--- src/rtl/lm75_mon_pkg.sv ---
`default_nettype none
// ============================================================================
// Package     : lm75_mon_pkg
// Description : Shared definitions for the LM75 temperature monitor.
//               - FSM state encoding (IDLE / RUN / FAULT).
//               - Temperature width constant.
//               - Conversion of the raw LM75 register to signed 1/8 degC.
// Revision    : 1.0 - initial release
// ============================================================================
package lm75_mon_pkg;

    localparam int TEMP_W         = 16;
    localparam int LM75_LSB_SHIFT = 5;

    typedef enum logic [1:0] {
        ST_IDLE  = 2'd0,
        ST_RUN   = 2'd1,
        ST_FAULT = 2'd2
    } mon_state_t;

    // The 11-bit reading sits in [15:5]. An arithmetic shift sign-extends it
    // and leaves a signed value in 0.125 degC units.
    function automatic logic [TEMP_W-1:0] lm75_to_eighths(input logic [TEMP_W-1:0] raw);
        return TEMP_W'($signed(raw) >>> LM75_LSB_SHIFT);
    endfunction

endpackage : lm75_mon_pkg
`default_nettype wire

--- src/rtl/moving_avg_pow2.sv ---
`default_nettype none
// ============================================================================
// Module      : moving_avg_pow2
// Description : Moving average over a 2^AVG_LOG2-deep window of signed samples.
//               Uses a ring buffer and a running sum, so each push costs one
//               subtract and one add.
// Ports       : clk       - clock
//               rst_n     - asynchronous reset, active low
//               i_preload - fill every ring entry with i_value and set the sum
//               i_push    - replace the oldest entry with i_value
//               i_value   - signed sample, 1/8 degC
//               o_avg     - floor(sum / 2^AVG_LOG2), signed
// Revision    : 1.0 - initial release
// ============================================================================
module moving_avg_pow2
    import lm75_mon_pkg::*;
#(
    parameter int AVG_LOG2 = 3
) (
    input  logic              clk,
    input  logic              rst_n,
    input  logic              i_preload,
    input  logic              i_push,
    input  logic [TEMP_W-1:0] i_value,
    output logic [TEMP_W-1:0] o_avg
);

    localparam int DEPTH = 1 << AVG_LOG2;
    // A sum of DEPTH values of TEMP_W bits needs AVG_LOG2 extra bits, so it
    // cannot overflow.
    localparam int SUM_W = TEMP_W + AVG_LOG2;
    localparam logic [AVG_LOG2-1:0] C_WP_ONE = AVG_LOG2'(1);

    logic [TEMP_W-1:0]       r_ring [DEPTH];
    logic [AVG_LOG2-1:0]     r_wp;
    logic signed [SUM_W-1:0] r_sum;

    logic signed [SUM_W-1:0] w_val_ext;
    logic signed [SUM_W-1:0] w_old_ext;

    assign w_val_ext = {{AVG_LOG2{i_value[TEMP_W-1]}}, i_value};
    assign w_old_ext = {{AVG_LOG2{r_ring[r_wp][TEMP_W-1]}}, r_ring[r_wp]};

    // The arithmetic shift rounds toward minus infinity.
    assign o_avg = TEMP_W'(r_sum >>> AVG_LOG2);

    always_ff @(posedge clk or negedge rst_n) begin
        if (!rst_n) begin
            r_sum <= '0;
            r_wp  <= '0;
            for (int i = 0; i < DEPTH; i++) begin
                r_ring[i] <= '0;
            end
        end else if (i_preload) begin
            r_sum <= w_val_ext <<< AVG_LOG2;
            r_wp  <= '0;
            for (int i = 0; i < DEPTH; i++) begin
                r_ring[i] <= i_value;
            end
        end else if (i_push) begin
            r_sum        <= r_sum - w_old_ext + w_val_ext;
            r_ring[r_wp] <= i_value;
            r_wp         <= r_wp + C_WP_ONE;
        end
    end

endmodule : moving_avg_pow2
`default_nettype wire

--- src/rtl/lm75_temp_monitor.sv ---
`default_nettype none
// ============================================================================
// Module      : lm75_temp_monitor
// Description : Samples the LM75 reading at a fixed rate and converts it to
//               signed 1/8 degC. It smooths the readings, raises a hysteretic
//               over-temperature alarm and flags a sensor fault when valid
//               data stops arriving.
// Config      : LM75_MINMAX_EN - adds min/max tracking of the averaged value
//               (ports minmax_clr, temp_min, temp_max).
// Ports       : clk, rst_n       - clock, asynchronous active-low reset
//               lm75_temp        - raw LM75 register ([15:5] signed temp)
//               lm75_valid       - level: last bus transaction error-free
//               temp_avg         - averaged temperature, signed 1/8 degC
//               temp_avg_valid   - temp_avg holds a real average (RUN)
//               over_temp        - hysteretic alarm, forced high in FAULT
//               sensor_fault     - FAULT_COUNT consecutive invalid ticks
// Latency     : a sample is taken on tick cycle T. temp_avg and
//               temp_avg_valid change at T+2 and over_temp at T+3.
// Revision    : 1.0 - initial release
// ============================================================================
module lm75_temp_monitor
    import lm75_mon_pkg::*;
#(
    parameter int SAMPLE_DIV  = 2700000,
    parameter int AVG_LOG2    = 3,
    parameter int TEMP_HIGH   = 640,
    parameter int TEMP_HYST   = 40,
    parameter int FAULT_COUNT = 4
) (
    input  logic              clk,
    input  logic              rst_n,
    input  logic [TEMP_W-1:0] lm75_temp,
    input  logic              lm75_valid,
    output logic [TEMP_W-1:0] temp_avg,
    output logic              temp_avg_valid,
    output logic              over_temp,
    output logic              sensor_fault
`ifdef LM75_MINMAX_EN
    ,
    input  logic              minmax_clr,
    output logic [TEMP_W-1:0] temp_min,
    output logic [TEMP_W-1:0] temp_max
`endif
);

    localparam int CNT_W  = (SAMPLE_DIV > 1) ? $clog2(SAMPLE_DIV) : 1;
    localparam int MISS_W = $clog2(FAULT_COUNT + 1);

    localparam logic [CNT_W-1:0]  C_CNT_LAST   = CNT_W'(SAMPLE_DIV - 1);
    localparam logic [CNT_W-1:0]  C_CNT_ONE    = CNT_W'(1);
    localparam logic [MISS_W-1:0] C_MISS_LIMIT = MISS_W'(FAULT_COUNT);
    localparam logic [MISS_W-1:0] C_MISS_ONE   = MISS_W'(1);
    // Widen to 17 bits so the threshold arithmetic cannot wrap.
    localparam logic signed [TEMP_W:0] C_SET = (TEMP_W+1)'(TEMP_HIGH);
    localparam logic signed [TEMP_W:0] C_CLR = (TEMP_W+1)'(TEMP_HIGH - TEMP_HYST);

    // ------------------------------------------------------------------
    // Sample tick and stage-1 capture
    // ------------------------------------------------------------------
    logic [CNT_W-1:0]  r_cnt;
    logic              w_tick;
    logic              r_tick1;
    logic              r_valid1;
    logic [TEMP_W-1:0] r_raw1;

    assign w_tick = (r_cnt == C_CNT_LAST);

    always_ff @(posedge clk or negedge rst_n) begin
        if (!rst_n) begin
            r_cnt    <= '0;
            r_tick1  <= 1'b0;
            r_valid1 <= 1'b0;
            r_raw1   <= '0;
        end else begin
            r_cnt   <= w_tick ? '0 : r_cnt + C_CNT_ONE;
            r_tick1 <= w_tick;
            // Input changes between ticks are ignored.
            if (w_tick) begin
                r_valid1 <= lm75_valid;
                r_raw1   <= lm75_temp;
            end
        end
    end

    // ------------------------------------------------------------------
    // Control FSM and miss counter
    // ------------------------------------------------------------------
    mon_state_t        r_state;
    mon_state_t        w_state_nxt;
    logic [MISS_W-1:0] r_miss;
    logic [MISS_W-1:0] w_miss_nxt;
    logic              w_preload;
    logic              w_push;
    logic              r_avg_upd;

    always_ff @(posedge clk or negedge rst_n) begin
        if (!rst_n) begin
            r_state   <= ST_IDLE;
            r_miss    <= '0;
            r_avg_upd <= 1'b0;
        end else begin
            r_state   <= w_state_nxt;
            r_miss    <= w_miss_nxt;
            r_avg_upd <= w_preload | w_push;
        end
    end

    always_comb begin
        w_state_nxt = r_state;
        w_miss_nxt  = r_miss;
        w_preload   = 1'b0;
        w_push      = 1'b0;
        if (r_tick1) begin
            if (r_valid1) begin
                w_miss_nxt = '0;
                if (r_state == ST_RUN) begin
                    w_push = 1'b1;
                end else begin
                    // From IDLE or FAULT the window restarts full of the
                    // new sample, so the first average is meaningful.
                    w_preload   = 1'b1;
                    w_state_nxt = ST_RUN;
                end
            end else begin
                if (r_miss != C_MISS_LIMIT) begin
                    w_miss_nxt = r_miss + C_MISS_ONE;
                end
                if (w_miss_nxt == C_MISS_LIMIT) begin
                    w_state_nxt = ST_FAULT;
                end
            end
        end
    end

    // ------------------------------------------------------------------
    // Averaging
    // ------------------------------------------------------------------
    moving_avg_pow2 #(
        .AVG_LOG2 (AVG_LOG2)
    ) u_avg (
        .clk       (clk),
        .rst_n     (rst_n),
        .i_preload (w_preload),
        .i_push    (w_push),
        .i_value   (lm75_to_eighths(r_raw1)),
        .o_avg     (temp_avg)
    );

    assign temp_avg_valid = (r_state == ST_RUN);
    assign sensor_fault   = (r_state == ST_FAULT);

    // ------------------------------------------------------------------
    // Over-temperature alarm
    // ------------------------------------------------------------------
    logic                     r_over;
    logic signed [TEMP_W:0]   w_avg_ext;

    assign w_avg_ext = {temp_avg[TEMP_W-1], temp_avg};
    assign over_temp = r_over;

    always_ff @(posedge clk or negedge rst_n) begin
        if (!rst_n) begin
            r_over <= 1'b0;
        end else if (w_state_nxt == ST_FAULT) begin
            // Fail-safe: with no trustworthy reading, assume hot.
            r_over <= 1'b1;
        end else if (r_avg_upd) begin
            if (w_avg_ext >= C_SET) begin
                r_over <= 1'b1;
            end else if (w_avg_ext < C_CLR) begin
                r_over <= 1'b0;
            end
        end
    end

`ifdef LM75_MINMAX_EN
    // ------------------------------------------------------------------
    // Min / max of the averaged temperature
    // ------------------------------------------------------------------
    logic r_mm_first;

    always_ff @(posedge clk or negedge rst_n) begin
        if (!rst_n) begin
            r_mm_first <= 1'b1;
            temp_min   <= '0;
            temp_max   <= '0;
        end else if (r_avg_upd) begin
            // A coinciding clear loads the updated value as well.
            r_mm_first <= 1'b0;
            if (r_mm_first || minmax_clr) begin
                temp_min <= temp_avg;
                temp_max <= temp_avg;
            end else begin
                if ($signed(temp_avg) < $signed(temp_min)) temp_min <= temp_avg;
                if ($signed(temp_avg) > $signed(temp_max)) temp_max <= temp_avg;
            end
        end else if (minmax_clr) begin
            r_mm_first <= 1'b1;
            temp_min   <= temp_avg;
            temp_max   <= temp_avg;
        end else if (w_state_nxt == ST_FAULT) begin
            r_mm_first <= 1'b1;
        end
    end
`endif

endmodule : lm75_temp_monitor
`default_nettype wire

--- config.mk ---
export PLATFORM = sky130hd
export DESIGN_NAME = lm75_temp_monitor
export DESIGN_NICKNAME = d
export VERILOG_FILES = /design/src/rtl/lm75_mon_pkg.sv /design/src/rtl/moving_avg_pow2.sv /design/src/rtl/lm75_temp_monitor.sv
export SDC_FILE = /design/constraint.sdc
export NUM_CORES = 1
export LEC_CHECK = 0
export CORE_MARGIN = 2
export CORE_UTILIZATION = 55
export CTS_BUF_LIST = sky130_fd_sc_hd__clkbuf_4 sky130_fd_sc_hd__clkbuf_8
export CTS_CLUSTER_DIAMETER = 50
export DETAILED_ROUTE_END_ITERATION = 10
export GPL_TIMING_DRIVEN = 0
export PLACE_DENSITY_LB_ADDON = 0.2
export SLEW_MARGIN = 20
export SYNTH_ARGS = -nofsm -noshare
export SYNTH_HDL_FRONTEND = slang
export SYNTH_SLANG_ARGS = --single-unit
export TNS_END_PERCENT = 50
--- constraint.sdc ---
create_clock -name clk -period 7.7 [get_ports clk]
set_clock_uncertainty 0.2 [all_clocks]
set_input_delay 1.54 -clock clk [delete_from_list [all_inputs] [get_ports clk]]
set_output_delay 1.54 -clock clk [all_outputs]
set_load 0.01 [all_outputs]
=== After elaboration in Yosys (flattened, before gate mapping) ===
Cells that the tools add are included.

* Output and inout port bits: 19
* Bits in registers: 197
* Input port bits: 19
* Word-level logic and storage cells: 71

* Reduce and logical (&&, ||, !) cells: 5
* Equality and inequality tests: 6
* Add/sub/neg operators: 5
* Bitwise logic cells: 2
* Mux-type cells: 31
* Order comparisons: 4

{| class="wikitable"
|+ Operators by type and width
! cell !! count
|-
| $mux 128 || 2
|-
| $bwmux 128 || 1
|-
| $bmux 16 s3 || 1
|-
| $demux 16 s3 || 1
|-
| $mux 16 || 3
|-
| $mux 19 || 2
|-
| $add 22x1->22 const B || 1
|-
| $eq 22x22->1 const B || 1
|-
| $mux 22 || 1
|-
| $add 19x11->19 || 1
|-
| $sub 19x16->19 || 1
|-
| $mux 3 || 6
|-
| $ge 16x11->1 const B || 1
|-
| $lt 16x11->1 const B || 1
|-
| $mux 1 || 10
|-
| $mux 2 || 4
|-
| $add 3x1->3 const B || 2
|-
| $eq 2x2->1 const B || 2
|-
| $ge 4x4->1 const B || 1
|-
| $lt 4x1->1 const B || 1
|-
| $not 3->4 || 1
|-
| $reduce_bool 2->1 || 2
|-
| $eq 3x3->1 const B || 1
|-
| $ne 3x3->1 const B || 1
|-
| 5 further kinds || 5
|}

=== Depth between registers and ports, before layout ===
Gate-level depths: netlist of run 1.

* Depth after elaboration: 11
* Gate-level depth with buffers: 18
* Mapped depth without buffers: 16

=== Cells and area by module ===
Synthesis of run 1 repeated with hierarchy kept, for this count alone.

* Cells, all modules: 1024
* Area, all modules: 10025.9 um2

{| class="wikitable"
|+ By module, submodules not included
! module !! cells each !! seq. area each (um2) !! area each (um2) !! instances
|-
| moving_avg_pow2 || 846 || 3753.6 || 8070.2 || 1
|-
| lm75_temp_monitor || 178 || 1051.0 || 1955.6 || 1
|}

=== Worst setup path after synthesis of run 1 ===
Ideal clock, no wire load.

* Kind: register to register
* Start: register u_avg.r_wp[2]
* End: register u_avg.r_sum[15]
* Slack: 3.508 ns
* Required time: 7.422 ns
* Arrival time: 3.914 ns
* Setup time: 0.078 ns
* Path buffers: 4
* Stages on the path, launching flop included: 18
* Period minus slack after synthesis: 4.192 ns
* Cell sequence: dfrtp_1 > clkbuf_1 > clkbuf_1 > clkbuf_1 > a211oi_1 > a211oi_1 > inv_1 > fa_1 > inv_1 > ha_1 > clkbuf_1 > a21oi_1 > o211ai_1 > a221oi_1 > o41ai_1 > xnor2_1 > o211a_1 > a21oi_1

* Cells in the longest elaborated chain, start to end: 8

{| class="wikitable"
|+ Ends and longest elaborated chain
! what !! RTL line !! RTL
|-
| start, declared || moving_avg_pow2.sv:35 || <nowiki>logic [AVG_LOG2-1:0] r_wp;</nowiki>
|-
| start signal, assigned || moving_avg_pow2.sv:63 || <nowiki>r_wp <= r_wp + C_WP_ONE;</nowiki>
|-
| $not 3->4 (implied by the code) || moving_avg_pow2.sv:42 || <nowiki>assign w_old_ext = {{AVG_LOG2{r_ring[r_wp][TEMP_W-1]}}, r_ring[r_wp]};</nowiki>
|-
| $bmux 16 s3 || moving_avg_pow2.sv:42 ||
|-
| $mux 16 (implied by the code) (2 in series) || moving_avg_pow2.sv:42 ||
|-
| $sub 19x16->19 || moving_avg_pow2.sv:61 || <nowiki>r_sum <= r_sum - w_old_ext + w_val_ext;</nowiki>
|-
| $add 19x11->19 || moving_avg_pow2.sv:61 ||
|-
| $mux 19 || moving_avg_pow2.sv:60 || <nowiki>end else if (i_push) begin</nowiki>
|-
| $mux 19 || moving_avg_pow2.sv:54 || <nowiki>end else if (i_preload) begin</nowiki>
|-
| end signal, assigned || moving_avg_pow2.sv:55 || <nowiki>r_sum <= w_val_ext <<< AVG_LOG2;</nowiki>
|-
| end signal, assigned || moving_avg_pow2.sv:61 ||
|-
| end, declared || moving_avg_pow2.sv:36 || <nowiki>logic signed [SUM_W-1:0] r_sum;</nowiki>
|}

Every way passes these cells. The select of a mux whose other input is x is not followed.
A chain may end at the register's enable or synchronous reset.

=== Final worst setup path of run 1 ===
* Start: register u_avg.r_wp[2]
* End: register u_avg.r_sum[18]

Same word-level chain as after synthesis.

==> run_results.csv, run 1 <==
group,metric,value,unit
setup_path,crit_chain,"clkbuf_1 > clkbuf_1 > clkbuf_1 > a211oi_1 > a211oi_1 > inv_1 > fa_1 > inv_1 > ha_1 > clkbuf_1 > nand2_1 > nor2_1 > nand3_1 > a21oi_1 > o31ai_1 > xnor2_1 > a21oi_1",
cells_and_area,insertedDiodeCount,0,
cts,cts_setup_buffers,0,
routing,drt-total-wl,20800,um
floorplan,io_pins,38,
cells_and_area,fillers,1202,
global_routing,grt_overflow,0,
setup_path,crit_path_start_kind,"register",
place,place.gp.congestion,0.934,
global_routing,grt_first_pass_wirelength,34300,um
setup_path,arrival,5640,ps
status,outcome,"finished, final reports clean",
sta,setup_viol,0,
logic_synthesis,synth_enable_flop_cells,0,
setup_path,crit_top_cell,"clkbuf_1",
hold_path,min_path_cells,1,
cts,cts_tree,"built",
sta,tightest_slew,956,ps
setup_path,crit_path_end_kind,"register",
logic_synthesis,synthTopCellsByArea,"dfrtp_1 (46%), mux2_2 (7.6%), nand2_1 (5.2%), o21ai_0 (4.9%), fa_1 (4.3%)",
sta,setup_slack,2190,ps
cts,cts.hold.buffers_added,0,
power,internal_power,1.18,mW
cells_and_area,nNetsFinal,946,
setup_path,critical_path_buf_inv_count,6,
cts,cts.repair.resized,0,
power,powerDensity,160,nW/um^2
power,seqPwrFrac,53.6,%
cells_and_area,regArea,3800,um^2
floorplan,rows,44,
cts,clockRootBuffer,"clkbuf_8",
setup_path,cp.required,7830,ps
logic_synthesis,synthFlopType,"dfrtp_1",
power,clockPowerShare,44.8,%
global_routing,grt_util_all_layers,27.7,%
logic_synthesis,syn_area,8290,um^2
global_routing,antenna_found_initial,0,
routing,num_vias,6446,
power,p_switching,306,uW
floorplan,coreArea,14600,um^2
place,dp.final_hpwl,14800,um
cts,clk_pin_slew,80,ps
cells_and_area,instances_no_fill,1080,
place,dp_slack,2340,ps
logic_synthesis,ys_seq_area_share,45.9,%
power,ir_worst_vdd,107,uV
floorplan,die_area,16100,um^2
power,swShare,20.6,%
cts,insertion_delay,470,ps
sta,slew_violations,0,
sta,relSlewSlack,36.3,%
place,dp.cells,1050,
setup_path,cp_max_fo,10,
sta,rsz0062_at_grt,"no",
cells_and_area,area_delta_synth_final,12.2,%
routing,drt_iter0_drc,518,
logic_synthesis,synth_top_area_share,45.9,%
setup_path,slowest_stage,"clkbuf_1",
cts,cts_buffers,17,
cells_and_area,multi_input_area,3920,um^2
logic_synthesis,yosysMostFrequentCell,"dfrtp_1",
routing,antenna_left,0,
power,p_leak,4.47,nW
cts,clock_sinks,152,
cts,h-tree-depth,4,
logic_synthesis,syn_nets,894,
cells_and_area,layout-drive-gt1-share,13.3,%
setup_path,max_stage_delay,580,ps
logic_synthesis,synth_top_cell_by_area,"dfrtp_1",
logic_synthesis,synthArstFlopShare,100,%
global_routing,grt_max_degree,97,
floorplan,die_h,127,um
routing,drc_errors,0,
setup_path,path_class,"register to register",
routing,dr.pass1.iters,5,
routing,wire_per_inst,19.2,um
routing,vias_per_cell,5.97,
logic_synthesis,synth_cells,833,
logic_synthesis,yosysWarnings,0,
logic_synthesis,synth_commonest_cells,"dfrtp_1 (152), nand2_1 (114), o21ai_0 (81)",
floorplan,die_w,127,um
floorplan,start_util,56.6,%
setup_path,cp.depth,17,
sta,min_period_over_period,71.5,%
logic_synthesis,synth.distinct_cells,54,
sta,final_hold_viol_count,0,
logic_synthesis,avgSynthCellArea,9.96,um^2
sta,max_freq,182,MHz
place,port_buffers,32,
sta,fin_crit,5510,ps
global_routing,grt_pass1_vias,6507,
setup_path,cp_top_family,"buffers and inverters",
power,comb_power_share,1.6,%
hold_path,min_path_type,"register to register",
flow_run,cap_viol_max_count,0,
logic_synthesis,ys_ff_latch,152,
cts,cts_buffer_depth,2,
setup_path,reg2regPathDepth,17,
[placed cells by master (no fill, tap or decap), drive strengths merged, types with 12 or more instances in the layout]
cell,n
inv,78
nand3,12
nor2,38
fa,18
o21ai,81
xnor2,17
dfrtp,152
nand2,114
ha,24
mux2,56
xor2,19
clkdlybuf4s50,31
buf,27
clkbuf,52
a21oi,42
[per-layer routing]
layer	vias up	routed length, um	global-route usage, %
met4	0	625	10.9
met3	51	1380	6.79
met2	234	10000	44.9
li1	2942	-	-
met5	-	0	0
met1	3219	8780	36.1
[flip-flops by register name, summed over array words and instances (netlist names)]
name / count
over_temp: 1
r_avg_upd: 1
r_cnt: 22
r_miss: 3
r_raw1: 11
r_state: 2
r_tick1: 1
r_valid1: 1
u_avg.r_ring: 88
u_avg.r_sum: 19
u_avg.r_wp: 3
[power groups by stage]
stage	clock network, mW	registers (mW)	logic (mW)
floorplan	0	0.814	0.0000682
global placement	0	0.814	0.0219
detailed placement	0	0.813	0.0246
CTS	0.674	0.798	0.0246
global route	0.710	0.797	0.0271
finish	0.667	0.798	0.0233
[area by class of cell]
type | count | share of cell area [%]
well taps | 184 | 2.47
repair buffers | 33 | 3.79
multi-input cells | 548 | 42.2
plain buffers | 55 | 2.94
clock inverters | 8 | 1.57
clock buffers | 22 | 3.05
flip-flops and latches | 152 | 40.9
inverters | 78 | 3.15
[logic make-up (layout without fill, tap and decap cells)]
logic type	Yosys count	after routing	share of synthesized area (%)
xor+xnor	36	36	3.80
fa+ha+maj	42	42	7.97
flops	152	152	45.9
compound gates	194	194	14.0
buf+inv	133	196	6.83
mux	70	70	10.5
simple gates	206	206	11.1
[worst reg2reg max path, cell delays in order (launching register included)]
cell and delay, ps:
dfrtp_1 340, clkbuf_1 290, clkbuf_1 540, clkbuf_1 580, a211oi_1 180, a211oi_1 420, inv_1 330, fa_1 570
inv_1 40, ha_1 260, clkbuf_1 320, nand2_1 130, nor2_1 170, nand3_1 170, a21oi_1 370, o31ai_1 200
xnor2_1 180, a21oi_1 80
[final timing paths]
kind	endpoint	slack, ps	from
min reg2reg	r_cnt[20]	270	r_cnt[20]
max	u_avg.r_sum[18]	2190	u_avg.r_wp[2]
max reg2reg	u_avg.r_sum[18]	2190	u_avg.r_wp[2]
min	r_cnt[20]	270	r_cnt[20]
min in group asynchronous	r_cnt[14]	790	rst_n
max in group asynchronous	u_avg.r_ring[68]	5710	rst_n
[metrics by stage]
step	TNS (ps)	instance area (um^2)	util (%)	hold WS, ps	total power [mW]
final	0	9310	63.6	272	1.49
after global routing	0	9310	63.6	305	1.53
after CTS	0	9310	63.6	283	1.50
after detailed placement	0	8880	60.6	267	0.838
after global placement	-145930	8840	60.4	256	0.836
after floorplan	0	8290	-	245	0.814
Note: power is estimated with default switching activity, not from simulation.
==> inputs of run 2 (changes only) <==
==> constraint.sdc (replaced) <==
create_clock -name clk -period 4.65 [get_ports clk]
set_clock_uncertainty 0.2 [all_clocks]
set_input_delay 0.93 -clock clk [delete_from_list [all_inputs] [get_ports clk]]
set_output_delay 0.93 -clock clk [all_outputs]
set_load 0.01 [all_outputs]
==> run 2 against run 1 <==
Register-to-register slack got worse by 2000 ps; flip-flop and latch count unchanged; global-route usage about the same; routed wire length increased by 0.66%; setup slack got worse by 2000 ps; die area unchanged; first-iteration DRC count decreased by 4.8%; highest routed layer unchanged; non-clock buffer count decreased by 1; via count increased by 0.23%; sequential share of layout area decreased by 0.25 points.
==> run_results.csv, run 2 (synthesis results as in run 1) <==
group,metric,value,unit
routing,num_vias,6461,
power,ir_worst_vdd,177,uV
cells_and_area,nNetsFinal,945,
global_routing,grt_first_pass_wirelength,34300,um
power,powerDensity,263,nW/um^2
setup_path,crit_path_start_kind,"register",
setup_path,rr_endpoint,"u_avg.r_sum[18]",
cells_and_area,insertedDiodeCount,0,
flow_run,cap_viol_max_count,0,
sta,hold_ws,179,ps
cells_and_area,fillers,1189,
setup_path,worstReg2RegStart,"u_avg.r_wp[2]",
sta,min_period_over_period,96.7,%
setup_path,cp.required,4780,ps
cts,cts_buffer_depth,2,
sta,setup_slack,156,ps
cts,cts_buffers,17,
setup_path,reg2regPathDepth,16,
setup_path,reg2reg_slack,160,ps
cts,cts.hold.buffers_added,0,
routing,drc_errors,0,
cells_and_area,reg_top3,"u_avg.r_ring: 88 flops, r_cnt: 22 flops, u_avg.r_sum: 19 flops",
cells_and_area,area_delta_synth_final,13.0,%
routing,wire_per_inst,19.4,um
place,dp.final_hpwl,14800,um
routing,dr.pass1.iters,6,
power,p_leak,4.51,nW
routing,drt_iter0_drc,493,
sta,setup_viol,0,
setup_path,arrival,4630,ps
setup_path,cp_max_fo,10,
cts,insertion_delay,470,ps
cts,clockRootBuffer,"clkbuf_8",
status,outcome,"finished, final reports clean",
cells_and_area,largest_reg_flops,88,
floorplan,coreArea,14600,um^2
cells_and_area,layout-drive-gt1-share,15.2,%
cts,cts_tree,"built",
global_routing,grt_overflow,0,
place,dp_slack,-715,ps
cts,h-tree-depth,4,
global_routing,grt_pass1_vias,6513,
floorplan,start_util,56.6,%
global_routing,grt_max_degree,97,
cells_and_area,final_cell_mix,"dfrtp_1 (151), nand2_1 (114), o21ai_0 (80)",
sta,fin_crit,4490,ps
floorplan,die_area,16100,um^2
sta,finalSetupTns,0,ps
place,port_buffers,32,
sta,tightest_slew,949,ps
global_routing,grt_util_all_layers,27.7,%
routing,drt-total-wl,20900,um
cells_and_area,mostFrequentLayoutCell,"dfrtp_1",
sta,slew_violations,0,
cts,clk_pin_slew,90,ps
sta,max_freq,223,MHz
floorplan,io_pins,38,
place,place.gp.congestion,0.934,
floorplan,die_h,127,um
routing,vias_per_cell,5.99,
floorplan,die_w,127,um
global_routing,antenna_found_initial,0,
setup_path,path_class,"register to register",
setup_path,crit_path_end_kind,"register",
cells_and_area,fin_area,9370,um^2
cts,clock_sinks,152,
sta,relSlewSlack,36.7,%
place,placed_cell_area,8880,um^2
routing,antenna_left,0,
cells_and_area,regMostFlops,"u_avg.r_ring",
floorplan,rows,44,
sta,final_hold_viol_count,0,
hold_path,min_path_type,"primary input to asynchronous set/reset pin",
## run 2: layout make-up
type / count / area, um^2 / share of cell area, %
buffer: 53 / 290 / 3.10
clock buffer: 22 / 284 / 3.03
clock inverter: 8 / 146 / 1.56
inverter: 78 / 293 / 3.13
multi-input combinational: 548 / 3960 / 42.3
sequential: 152 / 3800 / 40.6
tap: 184 / 230 / 2.46
timing repair buffer: 34 / 360 / 3.85
## run 2: worst max-delay path, cell delays in order, from the launching register on
cell      delay [ps]
dfrtp_2          470
clkbuf_4         240
clkbuf_2         240
nand3_1          120
o21ai_0           70
o21ai_0          180
o21ai_0          300
fa_1             580
inv_1             50
ha_1             350
o21a_1           220
o211ai_1         290
o21bai_1         210
a21oi_2          130
o31ai_1          440
xnor2_1          170
a21oi_1           80
## run 2: repair_timing
action                                  in CTS  in global routing
endpoints found under the hold margin        0                  0
setup buffers                                0                  1
resized for setup                           10                 20
pin swaps                                    0                  1
endpoints found under the setup margin       9                  9
## run 2: worst max path at each step
| stage | startpoint | endpoint | slack, ps |
|---|---|---|---|
| after floorplan | u_avg.r_wp[2] | u_avg.r_sum[15] | 460 |
| after global placement | rst_n | u_avg.r_sum[3] | -3420 |
| after detailed placement | u_avg.r_wp[2] | u_avg.r_sum[15] | -710 |
| after CTS | u_avg.r_wp[2] | u_avg.r_sum[17] | 0.8 |
| after global routing | u_avg.r_wp[1] | u_avg.r_sum[15] | -4 |
| final | u_avg.r_wp[2] | u_avg.r_sum[18] | 160 |
## run 2: where the power goes
part | leakage [nW] | switching (mW) | internal, mW
clock | 0.219 | 0.480 | 0.624
combinational | 2.23 | 0.0264 | 0.0124
sequential | 2.06 | 0 | 1.32
total | 4.51 | 0.506 | 1.96
## run 2: through the flow
stage | total power, mW | util, % | instances
after floorplan | 1.35 | - | 833
after global placement | 1.38 | 60.4 | 1049
after detailed placement | 1.39 | 60.6 | 1050
after CTS | 2.48 | 63.7 | 1080
after global routing | 2.54 | 64.0 | 1079
final | 2.46 | 64.0 | 1079
## run 2: metal layers
layer  track usage, %  vias up  wire (um)
met5                0        -          0
met3             6.75       45       1330
li1                 -     2938          -
met2             45.0      254      10000
met4             10.7        0        560
met1             36.1     3224       8990
